===== src/rtl/fpu_seq_pkg.sv =====
// Shared types and constants for the FPU sequencer: state encoding,
// response error codes and default sizing.
package fpu_seq_pkg;

  typedef enum logic [1:0] {
    ST_IDLE  = 2'd0,
    ST_ISSUE = 2'd1,
    ST_WAIT  = 2'd2,
    ST_RESP  = 2'd3
  } state_t;

  localparam logic [1:0] ERR_OK      = 2'b00;
  localparam logic [1:0] ERR_TIMEOUT = 2'b01;
  localparam logic [1:0] ERR_ILLEGAL = 2'b10;

  localparam int N_UNITS_DEF = 10;
  localparam int TIMEOUT_DEF = 64;

endpackage


===== src/rtl/fpu_sequencer_if.sv =====
// Bundle of the decode request/response channels and the FPU bank buses.
// master = decode plus FPU bank side, slave = the sequencer.
interface fpu_sequencer_if #(
  parameter int N_UNITS = 10
);
  logic               req_valid;
  logic               req_ready;
  logic [3:0]         req_unit;
  logic [31:0]        req_a;
  logic [31:0]        req_b;
  logic [7:0]         req_c;
  logic [31:0]        fpu_data_a;
  logic [31:0]        fpu_data_b;
  logic [7:0]         fpu_data_c;
  logic [N_UNITS-1:0] fpu_in_valid;
  logic [31:0]        fpu_out;
  logic               fpu_out_valid;
  logic               resp_valid;
  logic               resp_ready;
  logic [31:0]        resp_data;
  logic [1:0]         resp_err;
  logic [7:0]         spurious_cnt;

  modport master (
    output req_valid, req_unit, req_a, req_b, req_c, fpu_out, fpu_out_valid, resp_ready,
    input  req_ready, fpu_data_a, fpu_data_b, fpu_data_c, fpu_in_valid,
           resp_valid, resp_data, resp_err, spurious_cnt
  );

  modport slave (
    input  req_valid, req_unit, req_a, req_b, req_c, fpu_out, fpu_out_valid, resp_ready,
    output req_ready, fpu_data_a, fpu_data_b, fpu_data_c, fpu_in_valid,
           resp_valid, resp_data, resp_err, spurious_cnt
  );
endinterface


===== src/rtl/fpu_sequencer_watchdog.sv =====
// Issue-to-completion watchdog: down-counter loaded on clear, flags the
// TIMEOUT-th enabled cycle after the clear.
module fpu_watchdog #(
  parameter int TIMEOUT = 64
) (
  input  logic clk,
  input  logic rst,
  input  logic clear,
  input  logic enable,
  output logic expired
);
  localparam logic [7:0] LOAD = 8'(TIMEOUT - 1);

  logic [7:0] count;

  always_ff @(posedge clk) begin
    if (rst) begin
      count <= '0;
    end else if (clear) begin
      count <= LOAD;
    end else if (enable && count != 8'd0) begin
      count <= count - 8'd1;
    end
  end

  assign expired = enable && (count == 8'd0);

endmodule


===== src/rtl/fpu_sequencer.sv =====
// Single-outstanding FPU operation controller: issues a one-hot start pulse,
// waits for the unit (or the watchdog) and returns the result to decode.
//
// state    | meaning
// ST_IDLE  | ready for a decode request
// ST_ISSUE | one-cycle start pulse to the selected unit
// ST_WAIT  | waiting for fpu_out_valid or watchdog expiry
// ST_RESP  | response held until decode accepts it
module fpu_sequencer
  import fpu_seq_pkg::*;
#(
  parameter int N_UNITS = N_UNITS_DEF,
  parameter int TIMEOUT = TIMEOUT_DEF
) (
  input logic            clk,
  input logic            rst,
  fpu_sequencer_if.slave bus
);
  localparam logic [N_UNITS-1:0] ONE_HOT_BASE = N_UNITS'(1);

  state_t             state;
  logic               accept;
  logic               unit_legal;
  logic               wd_expired;
  logic               wd_enable;
  logic [N_UNITS-1:0] unit_onehot;

  assign accept      = (state == ST_IDLE) && bus.req_valid;
  assign unit_legal  = {28'd0, bus.req_unit} < 32'(N_UNITS);
  assign unit_onehot = ONE_HOT_BASE << bus.req_unit;
  assign wd_enable   = (state == ST_ISSUE) || (state == ST_WAIT);

  // Loaded on acceptance so the ISSUE cycle counts as the first watchdog cycle.
  fpu_watchdog #(.TIMEOUT(TIMEOUT)) u_watchdog (
    .clk     (clk),
    .rst     (rst),
    .clear   (accept),
    .enable  (wd_enable),
    .expired (wd_expired)
  );

  always_ff @(posedge clk) begin
    if (rst) begin
      state            <= ST_IDLE;
      bus.req_ready    <= 1'b1;
      bus.resp_valid   <= 1'b0;
      bus.resp_data    <= '0;
      bus.resp_err     <= ERR_OK;
      bus.fpu_in_valid <= '0;
      bus.fpu_data_a   <= '0;
      bus.fpu_data_b   <= '0;
      bus.fpu_data_c   <= '0;
      bus.spurious_cnt <= '0;
    end else begin
      bus.fpu_in_valid <= '0;

      if (bus.fpu_out_valid && (state == ST_IDLE || state == ST_RESP) &&
          bus.spurious_cnt != 8'hFF) begin
        bus.spurious_cnt <= bus.spurious_cnt + 8'd1;
      end

      case (state)
        ST_IDLE: begin
          if (bus.req_valid) begin
            bus.req_ready  <= 1'b0;
            bus.fpu_data_a <= bus.req_a;
            bus.fpu_data_b <= bus.req_b;
            bus.fpu_data_c <= bus.req_c;
            if (unit_legal) begin
              bus.fpu_in_valid <= unit_onehot;
              state            <= ST_ISSUE;
            end else begin
              bus.resp_valid <= 1'b1;
              bus.resp_data  <= '0;
              bus.resp_err   <= ERR_ILLEGAL;
              state          <= ST_RESP;
            end
          end
        end

        ST_ISSUE, ST_WAIT: begin
          // A result in the expiry cycle still counts as a completion.
          if (bus.fpu_out_valid) begin
            bus.resp_valid <= 1'b1;
            bus.resp_data  <= bus.fpu_out;
            bus.resp_err   <= ERR_OK;
            state          <= ST_RESP;
          end else if (wd_expired) begin
            bus.resp_valid <= 1'b1;
            bus.resp_data  <= '0;
            bus.resp_err   <= ERR_TIMEOUT;
            state          <= ST_RESP;
          end else begin
            state <= ST_WAIT;
          end
        end

        ST_RESP: begin
          if (bus.resp_ready) begin
            bus.resp_valid <= 1'b0;
            bus.req_ready  <= 1'b1;
            state          <= ST_IDLE;
          end
        end

        default: state <= ST_IDLE;
      endcase
    end
  end

endmodule


===== src/flat_wrapper.sv =====
// flat-port wrapper written by rule: the top's interface ports become plain ports
module fpu_sequencer_flat import fpu_seq_pkg::*;
#(
  parameter int N_UNITS = N_UNITS_DEF,
  parameter int TIMEOUT = TIMEOUT_DEF
)
  (clk, rst, bus_req_valid, bus_req_unit, bus_req_a, bus_req_b, bus_req_c, bus_fpu_out, bus_fpu_out_valid, bus_resp_ready, bus_req_ready, bus_fpu_data_a, bus_fpu_data_b, bus_fpu_data_c, bus_fpu_in_valid, bus_resp_valid, bus_resp_data, bus_resp_err, bus_spurious_cnt);
  fpu_sequencer_if #(.N_UNITS(N_UNITS)) bus_i ();
  input logic clk;
  input logic rst;
  input wire logic [$bits(bus_i.req_valid)-1:0] bus_req_valid;
  input wire logic [$bits(bus_i.req_unit)-1:0] bus_req_unit;
  input wire logic [$bits(bus_i.req_a)-1:0] bus_req_a;
  input wire logic [$bits(bus_i.req_b)-1:0] bus_req_b;
  input wire logic [$bits(bus_i.req_c)-1:0] bus_req_c;
  input wire logic [$bits(bus_i.fpu_out)-1:0] bus_fpu_out;
  input wire logic [$bits(bus_i.fpu_out_valid)-1:0] bus_fpu_out_valid;
  input wire logic [$bits(bus_i.resp_ready)-1:0] bus_resp_ready;
  output wire logic [$bits(bus_i.req_ready)-1:0] bus_req_ready;
  output wire logic [$bits(bus_i.fpu_data_a)-1:0] bus_fpu_data_a;
  output wire logic [$bits(bus_i.fpu_data_b)-1:0] bus_fpu_data_b;
  output wire logic [$bits(bus_i.fpu_data_c)-1:0] bus_fpu_data_c;
  output wire logic [$bits(bus_i.fpu_in_valid)-1:0] bus_fpu_in_valid;
  output wire logic [$bits(bus_i.resp_valid)-1:0] bus_resp_valid;
  output wire logic [$bits(bus_i.resp_data)-1:0] bus_resp_data;
  output wire logic [$bits(bus_i.resp_err)-1:0] bus_resp_err;
  output wire logic [$bits(bus_i.spurious_cnt)-1:0] bus_spurious_cnt;
  assign bus_i.req_valid = bus_req_valid;
  assign bus_i.req_unit = bus_req_unit;
  assign bus_i.req_a = bus_req_a;
  assign bus_i.req_b = bus_req_b;
  assign bus_i.req_c = bus_req_c;
  assign bus_i.fpu_out = bus_fpu_out;
  assign bus_i.fpu_out_valid = bus_fpu_out_valid;
  assign bus_i.resp_ready = bus_resp_ready;
  assign bus_req_ready = bus_i.req_ready;
  assign bus_fpu_data_a = bus_i.fpu_data_a;
  assign bus_fpu_data_b = bus_i.fpu_data_b;
  assign bus_fpu_data_c = bus_i.fpu_data_c;
  assign bus_fpu_in_valid = bus_i.fpu_in_valid;
  assign bus_resp_valid = bus_i.resp_valid;
  assign bus_resp_data = bus_i.resp_data;
  assign bus_resp_err = bus_i.resp_err;
  assign bus_spurious_cnt = bus_i.spurious_cnt;
  fpu_sequencer #(.N_UNITS(N_UNITS), .TIMEOUT(TIMEOUT)) u_core (.clk(clk), .rst(rst), .bus(bus_i));
endmodule

===== config.mk =====
export PLATFORM = sky130hd
export DESIGN_NAME = fpu_sequencer_flat
export DESIGN_NICKNAME = d
export VERILOG_FILES = /design/src/rtl/fpu_seq_pkg.sv /design/src/rtl/fpu_sequencer_if.sv /design/src/rtl/fpu_sequencer_watchdog.sv /design/src/rtl/fpu_sequencer.sv /design/src/flat_wrapper.sv
export SDC_FILE = /design/constraint.sdc
export NUM_CORES = 1
export LEC_CHECK = 0
export ABC_CLOCK_PERIOD_IN_PS = 2650
export CELL_PAD_IN_SITES_DETAIL_PLACEMENT = 0
export CELL_PAD_IN_SITES_GLOBAL_PLACEMENT = 1
export CORE_UTILIZATION = 29
export DETAILED_ROUTE_END_ITERATION = 7
export GPL_ROUTABILITY_DRIVEN = 0
export PLACE_DENSITY_LB_ADDON = 0.1
export SLEW_MARGIN = 10
export SYNTH_ARGS = -nofsm -noshare
export SYNTH_HDL_FRONTEND = slang
export SYNTH_SLANG_ARGS = --single-unit

===== constraint.sdc =====
create_clock -name clk -period 2.65 [get_ports clk]
set_input_delay 0.6625 -clock clk [delete_from_list [all_inputs] [get_ports clk]]
set_output_delay 0.6625 -clock clk [all_outputs]
set_load 0.01 [all_outputs]

==> results of run 1 <==
-- registers in the layout, indices dropped and copies added (netlist names) --
| name | count |
|---|---|
| u_core.bus.fpu_data_b | 32 |
| u_core.bus.resp_err | 2 |
| u_core.u_watchdog.count | 8 |
| u_core.bus.resp_data | 32 |
| u_core.bus.fpu_data_a | 32 |
| u_core.bus.spurious_cnt | 8 |
| u_core.bus.resp_valid | 1 |
| u_core.bus.fpu_in_valid | 10 |
| u_core.bus.fpu_data_c | 8 |
| u_core.state | 2 |
| u_core.bus.req_ready | 1 |
-- Yosys cell counts, types with 3 or more instances --
library cell	count	area share
a211oi_1	3	0.0043
a21oi_1	85	0.082
and3_1	4	0.0048
buf_1	4	0.0029
buf_2	4	0.0038
clkbuf_1	33	0.024
clkbuf_2	5	0.0048
dfxtp_1	136	0.52
ha_1	6	0.014
inv_1	8	0.0058
mux2i_1	5	0.0096
nand2_1	150	0.11
nand2b_1	35	0.042
nand4_1	36	0.043
nor2_1	16	0.012
nor3_1	9	0.0086
o21ai_0	37	0.036
o31ai_1	3	0.0043
or4_1	3	0.0043
xor2_1	5	0.0084
-- layout make-up --
| cell class | instances | area (um2) |
|---|---|---|
| sequential | 136 | 2723 |
| timing repair buffer | 254 | 2537 |
| clock inverter | 13 | 122.6 |
| clock buffer | 19 | 442.9 |
| multi-input combinational | 429 | 2275 |
| inverter | 8 | 30.03 |
| tap | 225 | 281.5 |
| fill | 1692 | 9005 |
-- layer usage --
layer / up-vias / share of wire / global-route usage
met5: - / 0 / 0
met4: 0 / 0.013 / 0.06049
met3: 14 / 0.081 / 0.05966
met2: 151 / 0.47 / 0.2654
met1: 2326 / 0.43 / 0.2009
li1: 2569 / - / -
-- worst min-delay path by stage --
stage                                              to  slack, ns  cells past startpoint
2_1_floorplan            u_core.state[0]$_SDFFE_PP0P_       0.45                      2
5_1_grt        u_core.bus.fpu_data_b[31]$_SDFFE_PP0P_       0.47                      2
3_5_place_dp    u_core.bus.fpu_data_a[5]$_SDFFE_PP0P_       0.45                      2
3_3_place_gp   u_core.bus.fpu_data_b[15]$_SDFFE_PP0P_       0.44                      2
6_report        u_core.bus.fpu_data_a[5]$_SDFFE_PP0P_       0.45                      2
4_1_cts        u_core.bus.fpu_data_a[10]$_SDFFE_PP0P_       0.45                      2
-- kinds of logic (layout without fill, tap and decap cells) --
logic type               count (synthesis)  count (layout)
AO/OA/AOI/OAI                          142             142
AND/OR/NAND/NOR                        269             269
XOR/XNOR                                 6               6
multiplexers                             6               6
buffers and inverters                   56             294
flip-flops                             136             136
adder cells (fa/ha/maj)                  6               6
-- power groups by stage --
stage	Combinational (mW)	Clock, mW	Sequential [mW]
finish	2.34	2.24	2.53
global placement	2.31	0	2.56
CTS	2.37	2.31	2.53
floorplan	1.18	0	2.65
global route	2.57	2.40	2.57
detailed placement	2.36	0	2.57
-- worst max-delay path, delay by kind of cell (launching register included) --
| family | cells | cell delay [ns] |
|---|---|---|
| and+or+nand+nor | 2 | 1.18 |
| AOI/OAI and AO/OA | 2 | 0.52 |
| DFF | 1 | 0.34 |
-- stage by stage --
stage                     hold WS, ns  worst slack, ns    util  total power, mW
final                          0.4505           0.5521  0.4830            7.114
after global routing           0.4721           0.3723  0.4830            7.533
after global placement         0.4416           0.2686  0.4505            4.876
after CTS                      0.4544           0.5342  0.4830            7.212
after floorplan                0.4491           0.7001       -            3.837
after detailed placement       0.4471           0.2307  0.4505            4.928
-- layout by cell type, fill, tap and decap left out, types with 3 or more instances in the layout --
cell,n
and3_1,4
dfxtp_1,136
nor2_1,16
inv_1,8
nand2b_1,35
nor3_1,8
xor2_1,5
a211oi_1,3
ha_1,6
mux2i_1,5
clkbuf_16,17
o31ai_1,3
nand2_1,149
nand4_1,36
buf_12,3
a21oi_1,85
buf_4,14
or4_1,3
clkdlybuf4s50_1,237
inv_6,3
o21ai_0,37
clkinvlp_4,7
==> summary.md, run 1 <==
| Metric | Value |
|---|---|
| Crit path largest cell delay | `0.67 ns` |
| Remaining design rule violation count | `0` |
| Post-route minimum period | `2.098 ns` |
| Initial core utilization | `0.2991` |
| F_max | `476.7 MHz` |
| Layout-stage area growth over the synthesis result | `61.49%` |
| Post-DP Area | `7846 um2` |
| Actual transition at the worst max-transition pin | `0.5704 ns` |
| Number of nets with antenna violations after routing | `0` |
| Aggregate global-route resource usage | `0.1650` |
| Number of I/O port buffers | `238` |
| FF-to-FF setup slack | `0.55 ns` |
| Final period utilization | `0.7916` |
| Outcome | `finished clean` |
| # placed instances | `1052` |
| Kind of launch point of the worst setup path | `flip-flop` |
| Average detailed-routed wire length per instance | `14.43 um` |
| Summed instance area of the synthesized netlist | `5209 um2` |
| Net switching component of the power | `2.367 mW` |
| Max VDD drop | `0.0004576 V` |
| Number of enable flip-flop cells after synthesis | `0` |
| Post-synth net total | `740` |
| Clock share of power | `0.315` |
| Parity-gate share of the synthesized area counting xor and xnor cells | `0.01009` |
| Critical Path Fanout Max | `6` |
| Via Count | `5060` |
| Main synth FF type | `dfxtp_1` |
| Post-synthesis compound-gate area fraction | `0.1511` |
| Synth Instances | `621` |
| Post-CTS Setup Repair Bufs | `0` |
| Sequential area share after synthesis | `0.5227` |
| Final Instance Area | `8412 um2` |
| Largest family of logic cells by synthesized area | `simple AND/OR/NAND/NOR gates` |
| Net count, final | `965` |
| TritonCTS buffer count | `17` |
| Capturing point of the worst reg2reg path | `u_core.bus.resp_valid$_SDFFE_PP0P_` |
| Maximum number of pins on one net before global-route repair | `82` |
| Violation count after the first detailed-route iteration | `210` |
| Root Driver | `clkbuf_16` |
| Initial antenna violation count | `0` |
| Number of levels the H-tree was split into | `4` |
| Simple-gate area share of the yosys netlist | `0.2445` |
| Startpoint of the most critical register-to-register path | `u_core.u_watchdog.count[4]$_SDFFE_PP0P_` |
| Classification of the worst-slack hold path | `flip-flop to flip-flop` |
| Leak pwr | `3.006 nW` |
| DR vias/cell | `4.668` |
| Sequential cell fraction of total power | `0.356` |
| CP Class | `flip-flop to flip-flop` |
| # IOs | `239` |
| CP max-delay cell | `or4_1` |
| Net Sw Frac | `0.3327` |
| Total negative slack for setup checks | `0 ns` |
| Via count of the first global-routing pass | `4730` |
| Internal Power | `4.747 mW` |
| Crit path capture type | `flip-flop` |
| Die H | `136.0 um` |
| Fraction of layout instances using a drive strength above 1 | `0.06868` |
| Wire length of the first global-routing pass | `23.89 mm` |
| Worst clock skew on the final layout | `0.005748 ns` |
| Yosys warning total | `0` |
| Min-delay src | `u_core.bus.fpu_data_a[5]$_SDFFE_PP0P_` |
| Count of final setup violators | `0` |
| Post-DP HPWL | `10.73 mm` |
| Count of non-filler cells in the finished layout | `1084` |
| Maxcap violations | `0` |
| Setup crit start | `u_core.u_watchdog.count[4]$_SDFFE_PP0P_` |
| Number of register bits inferred by synthesis | `136` |
| TritonCTS clock tree | `done` |
| Required time of the worst setup path | `2.99 ns` |
| Most repeated library cell on the critical path | `or4_1` |
| Setup repair after global routing missed its margin | `false` |
| Clock Pin Slew Worst Setup and Hold Paths | `0.06 ns` |
| Number of cells on the worst reg-to-reg path | `4` |
| Total gr overflow | `0` |
| Die ar. | `18500 um2` |
| Critical-path cell list | `or4_1 > o311a_4 > or4_1 > a21oi_1` |
| PD cells | `845.7 nW/um2` |
| Max Buffers Root-to-Sink | `2` |
| Average footprint of a synthesized cell | `8.388 um2` |
| Insertion delay to the later sink of the worst-skew pair | `0.41 ns` |
| Site Rows | `48` |
| Fin. max-slew vios | `0` |
| Ant diodes | `0` |
| Area of the core | `17420 um2` |
| Num Clock Sinks | `136` |
| Crit path capture | `u_core.bus.resp_valid$_SDFFE_PP0P_` |
| Arrival time of data at the critical path endpoint | `2.44 ns` |
| Fraction of the mapped netlist area in adder cells | `0.01441` |
| Post-synthesis mux area share | `0.01177` |
| Worst slew margin relative to its limit | `0.6157` |
| Quantity of hold-fixing buffers added after cts | `0` |
| Post-CTS sizing | `0` |
| Number of hold-slack violations in the final timing report | `0` |
| Final Routed Wirelength | `15.65 mm` |
| Proportion of power drawn by combinational gates | `0.329` |
| Length of the first detailed-routing pass in iterations | `5` |
| DIE WIDTH | `136.0 um` |
| Count of unique library cells instantiated by Yosys | `45` |
| Share of synthesized flip-flops with an asynchronous set or reset | `0` |
Power figures use the tool's default switching activity.
==> run 2: changes to the inputs <==
--- a/config.mk
+++ b/config.mk
@@ -5,10 +5,10 @@
 export SDC_FILE = /design/constraint.sdc
 export NUM_CORES = 1
 export LEC_CHECK = 0
-export ABC_CLOCK_PERIOD_IN_PS = 2650
+export ABC_CLOCK_PERIOD_IN_PS = 1800
 export CELL_PAD_IN_SITES_DETAIL_PLACEMENT = 0
 export CELL_PAD_IN_SITES_GLOBAL_PLACEMENT = 1
-export CORE_UTILIZATION = 29
+export CORE_UTILIZATION = 26
 export DETAILED_ROUTE_END_ITERATION = 7
 export GPL_ROUTABILITY_DRIVEN = 0
 export PLACE_DENSITY_LB_ADDON = 0.1
==> constraint.sdc (replaced) <==
create_clock -name clk -period 1.8 [get_ports clk]
set_input_delay 0.45 -clock clk [delete_from_list [all_inputs] [get_ports clk]]
set_output_delay 0.45 -clock clk [all_outputs]
set_load 0.01 [all_outputs]
==> run 2 against run 1 <==
Compared with the run above:
- the run now ends with setup timing left
- routed wire length rose by 7.5%
- combinational power up 85%
- critical path depth unchanged
- largest cell class is now non-clock buffers
==> summary.md, run 2 (synthesis gave the netlist of run 1 again) <==
| Metric | Value |
|---|---|
| Actual transition at the worst max-transition pin | `0.4856 ns (-0.08478 ns)` |
| DR vias/cell | `4.549 (-2.6%)` |
| Via count of the first global-routing pass | `5134 (+8.5%)` |
| Critical-path cell list | `or4_4 > o311a_4 > or4_1 > a21oi_1` |
| Die ar. | `20600 um2 (+11%)` |
| Kind of launch point of the worst setup path | `flip-flop` |
| Crit path capture type | `flip-flop` |
| Final period utilization | `1.019 (+0.2278)` |
| Fraction of layout instances using a drive strength above 1 | `0.1211 (+0.05239)` |
| Post-DP HPWL | `11.49 mm (+7.1%)` |
| Count of final setup violators | `7 (+7)` |
| Post-DP Area | `8088 um2 (+3.1%)` |
| Max Buffers Root-to-Sink | `2 (unchanged)` |
| Final Instance Area | `9049 um2 (+7.6%)` |
| Aggregate global-route resource usage | `0.1634 (-0.001626)` |
| Max VDD drop | `0.0007147 V (+56%)` |
| Worst slew margin relative to its limit | `0.6763 (+0.06054)` |
| # placed instances | `1114 (+5.9%)` |
| Violation count after the first detailed-route iteration | `162 (-23%)` |
| Average detailed-routed wire length per instance | `14.54 um (+0.72%)` |
| Largest registers in the final layout | `u_core.bus.fpu_data_a x32, u_core.bus.fpu_data_b x32, u_core.bus.resp_data x32` |
| Initial core utilization | `0.2668 (-0.03231)` |
| Outcome | `complete, but fails checks` |
| Clock Pin Slew Worst Setup and Hold Paths | `0.06 ns (about the same)` |
| Critical Path Fanout Max | `5 (-1)` |
| DIE WIDTH | `143.5 um (+5.5%)` |
| Crit path largest cell delay | `0.55 ns (-0.12 ns)` |
| Quantity of hold-fixing buffers added after cts | `0 (unchanged)` |
| Die H | `143.5 um (+5.5%)` |
| Number of filler cells placed in the layout | `1928 (+14%)` |
| Classification of the worst-slack hold path | `primary input to flip-flop` |
| Most frequent standard cell in the layout excluding fill and tap cells | `clkdlybuf4s50_1` |
| PD cells | `1295 nW/um2 (+53%)` |
| Final worst hold slack | `0.3706 ns (-0.07988 ns)` |
| # IOs | `239 (unchanged)` |
| Setup repair after global routing missed its margin | `true` |
| Maxcap violations | `0 (unchanged)` |
| TritonCTS buffer count | `17 (unchanged)` |
| Required time of the worst setup path | `2.14 ns (-0.85 ns)` |
| Length of the first detailed-routing pass in iterations | `4 (-1)` |
| Final Routed Wirelength | `16.82 mm (+7.5%)` |
| Violated checks | `setup timing` |
| Root Driver | `clkbuf_16` |
| CP Class | `flip-flop to flip-flop` |
| Count of non-filler cells in the finished layout | `1157 (+6.7%)` |
| TritonCTS clock tree | `done` |
| Pre-CTS setup slack | `-0.4130 ns (-0.6437 ns)` |
| F_max | `545.0 MHz (+14%)` |
| Number of hold-slack violations in the final timing report | `0 (unchanged)` |
| Most used cells in the layout excluding fill and tap cells | `clkdlybuf4s50_1 (181), nand2_1 (149), dfxtp_1 (132), a21oi_1 (84), dlymetal6s2s_1 (44)` |
| Leak pwr | `4.060 nW (+35%)` |
| Total gr overflow | `0 (unchanged)` |
| Arrival time of data at the critical path endpoint | `2.18 ns (-0.26 ns)` |
| CP max-delay cell | `or4_4` |
| Ant diodes | `0 (unchanged)` |
| Site Rows | `51 (+6.3%)` |
| Area of the core | `19530 um2 (+12%)` |
| Insertion delay to the later sink of the worst-skew pair | `0.42 ns (about the same)` |
| Wire length of the first global-routing pass | `26.17 mm (+9.5%)` |
| Post-route minimum period | `1.835 ns (-0.2629 ns)` |
| Maximum number of pins on one net before global-route repair | `55 (-33%)` |
| Worst clock skew on the final layout | `0.01052 ns (+0.004775 ns)` |
| Num Clock Sinks | `136 (unchanged)` |
| Net count, final | `998 (+3.4%)` |
| Total negative slack for setup checks | `-0.08503 ns (-0.08503 ns)` |
| Crit path setup slack, layout | `-0.03495 ns (-0.5871 ns)` |
| Initial antenna violation count | `0 (unchanged)` |
| Number of I/O port buffers | `238 (unchanged)` |
| Remaining design rule violation count | `0 (unchanged)` |
| Layout-stage area growth over the synthesis result | `73.72%` |
| Fin. max-slew vios | `0 (unchanged)` |
| Number of nets with antenna violations after routing | `0 (unchanged)` |
| Via Count | `5263 (+4.0%)` |
| Number of levels the H-tree was split into | `4 (unchanged)` |
-- run 2: cell type report --
class,count,area (um2),area share
Tap cell,265,331.6,0.03664
Clock buffer,19,432.9,0.04784
Multi-Input combinational cell,429,2370,0.2619
Timing Repair Buffer,287,2963,0.3274
Inverter,8,30.03,0.003319
Sequential cell,136,2728,0.3014
Clock inverter,13,193.9,0.02143
-- run 2: metal layers --
layer	vias up	GRT usage	part of all wire
li1	2640	-	-
met1	2445	0.2023	0.44
met2	155	0.2614	0.47
met3	23	0.05198	0.067
met4	0	0.06663	0.020
met5	-	0	0
-- run 2: worst paths after layout --
check	cells past startpoint	slack, ns	start	to
setup / recovery	4	-0.03	u_core.u_watchdog.count[6]$_SDFFE_PP0P_	u_core.bus.resp_valid$_SDFFE_PP0P_
setup reg to reg	4	-0.03	u_core.u_watchdog.count[6]$_SDFFE_PP0P_	u_core.bus.resp_valid$_SDFFE_PP0P_
hold / removal	2	0.37	rst	u_core.state[0]$_SDFFE_PP0P_
hold reg to reg	2	0.45	u_core.bus.fpu_data_a[12]$_SDFFE_PP0P_	u_core.bus.fpu_data_a[12]$_SDFFE_PP0P_
-- run 2: timing repair --
item	4_1_cts	5_1_grt
setup endpoints to repair	51	90
setup buffers	7	1
gates cloned	4	0
pin swaps	6	26
gates resized for setup	35	83
-- run 2: metrics by stage --
step | total power, mW | util
2_1_floorplan | 5.696 | -
3_3_place_gp | 7.496 | 0.4142
3_5_place_dp | 7.581 | 0.4142
4_1_cts | 11.72 | 0.4546
5_1_grt | 12.39 | 0.4634
6_report | 11.72 | 0.4634
-- run 2: power breakdown --
part | leakage (nW) | switching [mW] | total [mW] | internal [mW]
Clock | 0.291 | 1.36 | 3.70 | 2.34
Sequential | 1.11 | 0.242 | 3.70 | 3.46
Combinational | 2.66 | 2.18 | 4.33 | 2.15
-- run 2: worst max-delay path: cells and delay by family, from the launching register on --
| family | cells | cell delay [ns] |
|---|---|---|
| AOI/OAI and AO/OA | 2 | 0.50 |
| DFF | 1 | 0.32 |
| and+or+nand+nor | 2 | 0.95 |
==> run 3: changes to the inputs <==
--- a/config.mk
+++ b/config.mk
@@ -6,12 +6,11 @@
 export NUM_CORES = 1
 export LEC_CHECK = 0
 export ABC_CLOCK_PERIOD_IN_PS = 1800
-export CELL_PAD_IN_SITES_DETAIL_PLACEMENT = 0
-export CELL_PAD_IN_SITES_GLOBAL_PLACEMENT = 1
-export CORE_UTILIZATION = 26
+export CORE_ASPECT_RATIO = 0.6
+export CORE_UTILIZATION = 37
 export DETAILED_ROUTE_END_ITERATION = 7
 export GPL_ROUTABILITY_DRIVEN = 0
-export PLACE_DENSITY_LB_ADDON = 0.1
+export PLACE_DENSITY = 0.76
 export SLEW_MARGIN = 10
 export SYNTH_ARGS = -nofsm -noshare
 export SYNTH_HDL_FRONTEND = slang
==> run 3 against run 2 <==
Compared with the run above:
- the flow still finishes with violations (setup timing)
- clock power is 5% lower
- sequential power about the same
- global-route usage grew 4.8 points
- combinational power grew 11%
- power rose by 2.6%
- critical path depth grew 2
- count of clock-buffer cells in the layout rose by 2
- cell count shrank 5.9%
- via count is 0.19% higher
- first-iteration DRC count up 69%
==> summary.md, run 3 (synthesis gave the netlist of run 1 again) <==
| Metric | Value |
|---|---|
| Kind of launch point of the worst setup path | `flip-flop` |
| Critical Path Fanout Max | `5 (unchanged)` |
| # placed instances | `1046 (-6.1%)` |
| Count of final setup violators | `28 (+21)` |
| Length of the first detailed-routing pass in iterations | `4 (unchanged)` |
| CP max-delay cell | `or4_4` |
| Number of levels the H-tree was split into | `4 (unchanged)` |
| Internal Power | `8.166 mW (+2.9%)` |
| Initial antenna violation count | `0 (unchanged)` |
| Aggregate global-route resource usage | `0.2112 (+0.04784)` |
| Number of filler cells placed in the layout | `1163 (-40%)` |
| Remaining design rule violation count | `0 (unchanged)` |
| Max Buffers Root-to-Sink | `2 (unchanged)` |
| Ant diodes | `0 (unchanged)` |
| Violation count after the first detailed-route iteration | `274 (+69%)` |
| PD cells | `1330 nW/um2 (+2.7%)` |
| Number of I/O port buffers | `238 (unchanged)` |
| Final Instance Area | `9044 um2 (about the same)` |
| Pre-CTS setup slack | `-0.2675 ns (+0.1455 ns)` |
| Post-DP HPWL | `10.79 mm (-6.1%)` |
| Via count of the first global-routing pass | `4763 (-7.2%)` |
| Arrival time of data at the critical path endpoint | `2.17 ns (about the same)` |
| Final period utilization | `1.045 (+0.02602)` |
| Actual transition at the worst max-transition pin | `0.4950 ns (+0.009360 ns)` |
| Setup repair after global routing missed its margin | `true` |
| Final Routed Wirelength | `16.03 mm (-4.7%)` |
| Via Count | `5273 (+0.19%)` |
| Number of hold-slack violations in the final timing report | `0 (unchanged)` |
| Area of all sequential standard cells | `2729 um2 (about the same)` |
| Wire length of the first global-routing pass | `24.27 mm (-7.2%)` |
| Multi-input combinational cell area | `2404 um2 (+1.4%)` |
| Area of the core | `13710 um2 (-30%)` |
| Clock share of power | `0.294 (-0.021)` |
| CP Class | `flip-flop to flip-flop` |
| Num Clock Sinks | `136 (unchanged)` |
| Post-DP Area | `8134 um2 (+0.57%)` |
| Total power | `12.03 mW (+2.6%)` |
| Critical-path cell list | `or4_4 > o311a_4 > nor2_4 > buf_6 > clkbuf_16 > o21ai_1` |
| DR vias/cell | `4.842 (+6.4%)` |
| Max VDD drop | `0.0007202 V (+0.78%)` |
| Initial core utilization | `0.3800 (+0.1132)` |
| Die ar. | `14570 um2 (-29%)` |
| Sequential cell fraction of total power | `0.308 (-0.008)` |
| Maximum number of pins on one net before global-route repair | `59 (+7.3%)` |
| Crit path capture type | `flip-flop` |
| Layout-stage area growth over the synthesis result | `73.62% (about the same)` |
| TritonCTS buffer count | `17 (unchanged)` |
| Net Sw Frac | `0.3210 (-0.001810)` |
| Leak pwr | `3.591 nW (-12%)` |
| Outcome | `complete, but fails checks` |
| Final worst hold slack | `0.4107 ns (+0.04014 ns)` |
| DIE WIDTH | `155.2 um (+8.1%)` |
| Worst clock skew on the final layout | `0.01066 ns (+0.0001408 ns)` |
| Net switching component of the power | `3.860 mW (+2.0%)` |
| Root Driver | `clkbuf_16` |
| Net count, final | `1003 (+0.50%)` |
| Total gr overflow | `0 (unchanged)` |
| Site Rows | `33 (-35%)` |
| Crit path largest cell delay | `0.56 ns (about the same)` |
| Die H | `93.91 um (-35%)` |
| Proportion of power drawn by combinational gates | `0.398 (+0.029)` |
| Crit path setup slack, layout | `-0.08178 ns (-0.04683 ns)` |
| # IOs | `239 (unchanged)` |
| F_max | `531.4 MHz (-2.5%)` |
| Maxcap violations | `0 (unchanged)` |
| Post-route minimum period | `1.882 ns (+0.04683 ns)` |
| TritonCTS clock tree | `done` |
| Average detailed-routed wire length per instance | `14.72 um (+1.3%)` |
| Largest registers in the final layout | `u_core.bus.fpu_data_a x32, u_core.bus.fpu_data_b x32, u_core.bus.resp_data x32` |
| Fin. max-slew vios | `0 (unchanged)` |
| Clock Pin Slew Worst Setup and Hold Paths | `0.06 ns (about the same)` |
| Classification of the worst-slack hold path | `primary input to flip-flop` |
| Most frequent standard cell in the layout excluding fill and tap cells | `clkdlybuf4s50_1` |
| Quantity of hold-fixing buffers added after cts | `0 (unchanged)` |
| Post-layout utilization of the core | `0.6597 (+0.1963)` |
| Count of non-filler cells in the finished layout | `1089 (-5.9%)` |
| Fraction of layout instances using a drive strength above 1 | `0.1394 (+0.01828)` |
| Insertion delay to the later sink of the worst-skew pair | `0.40 ns (-0.02 ns)` |
| Worst slew margin relative to its limit | `0.6658 (-0.01043)` |
| Violated checks | `setup timing` |
| Required time of the worst setup path | `2.09 ns (-0.05 ns)` |
| Total negative slack for setup checks | `-1.187 ns (-1.102 ns)` |
| Number of nets with antenna violations after routing | `0 (unchanged)` |
| Most used cells in the layout excluding fill and tap cells | `clkdlybuf4s50_1 (216), nand2_1 (149), dfxtp_1 (131), a21oi_1 (83), nand4_1 (36)` |
[run 3: worst paths after layout]
check,start,to,slack [ns],cells after the start
worst max register to register,u_core.u_watchdog.count[6]$_SDFFE_PP0P_,u_core.bus.resp_data[24]$_SDFFE_PP0P_,-0.08,6
worst max-delay path,u_core.u_watchdog.count[6]$_SDFFE_PP0P_,u_core.bus.resp_data[24]$_SDFFE_PP0P_,-0.08,6
worst min register to register,u_core.bus.fpu_data_a[26]$_SDFFE_PP0P_,u_core.bus.fpu_data_a[26]$_SDFFE_PP0P_,0.45,2
worst min-delay path,rst,u_core.u_watchdog.count[1]$_SDFFE_PP0P_,0.41,2
[run 3: repair_timing]
item | in CTS | in global routing
resized for setup | 41 | 49
gates cloned | 1 | 3
setup buffers | 6 | 3
endpoints found under the setup margin | 49 | 56
pin swaps | 16 | 6
[run 3: cell type report]
class                           instances  share of cell area
Clock buffer                           21             0.05091
Clock inverter                         11             0.01619
Inverter                                8            0.003735
Multi-Input combinational cell        429              0.2658
Sequential cell                       136              0.3017
Tap cell                              192             0.02656
Timing Repair Buffer                  292              0.3351
[run 3: worst max-delay path: cells and delay by family (launching register included)]
family / cells / cell delay, ns
AO/OA/AOI/OAI: 2 / 0.42
buffers and inverters: 2 / 0.29
flip-flops: 1 / 0.32
AND/OR/NAND/NOR: 2 / 0.75
[run 3: per-layer routing]
metal  up-vias  global-route usage  share of wire
li1       2648                   -              -
met1      2449              0.2812           0.48
met2       168              0.3168           0.44
met3         8             0.08579          0.080
met4         0             0.05147         0.0039
met5         -                   0              0
[run 3: power groups by stage]
stage | Combinational [mW] | Clock [mW] | Sequential [mW]
floorplan | 1.78 | 0 | 3.91
global placement | 3.99 | 0 | 3.73
detailed placement | 4.06 | 0 | 3.75
CTS | 4.50 | 3.60 | 3.69
global route | 5.14 | 3.76 | 3.75
finish | 4.79 | 3.53 | 3.70
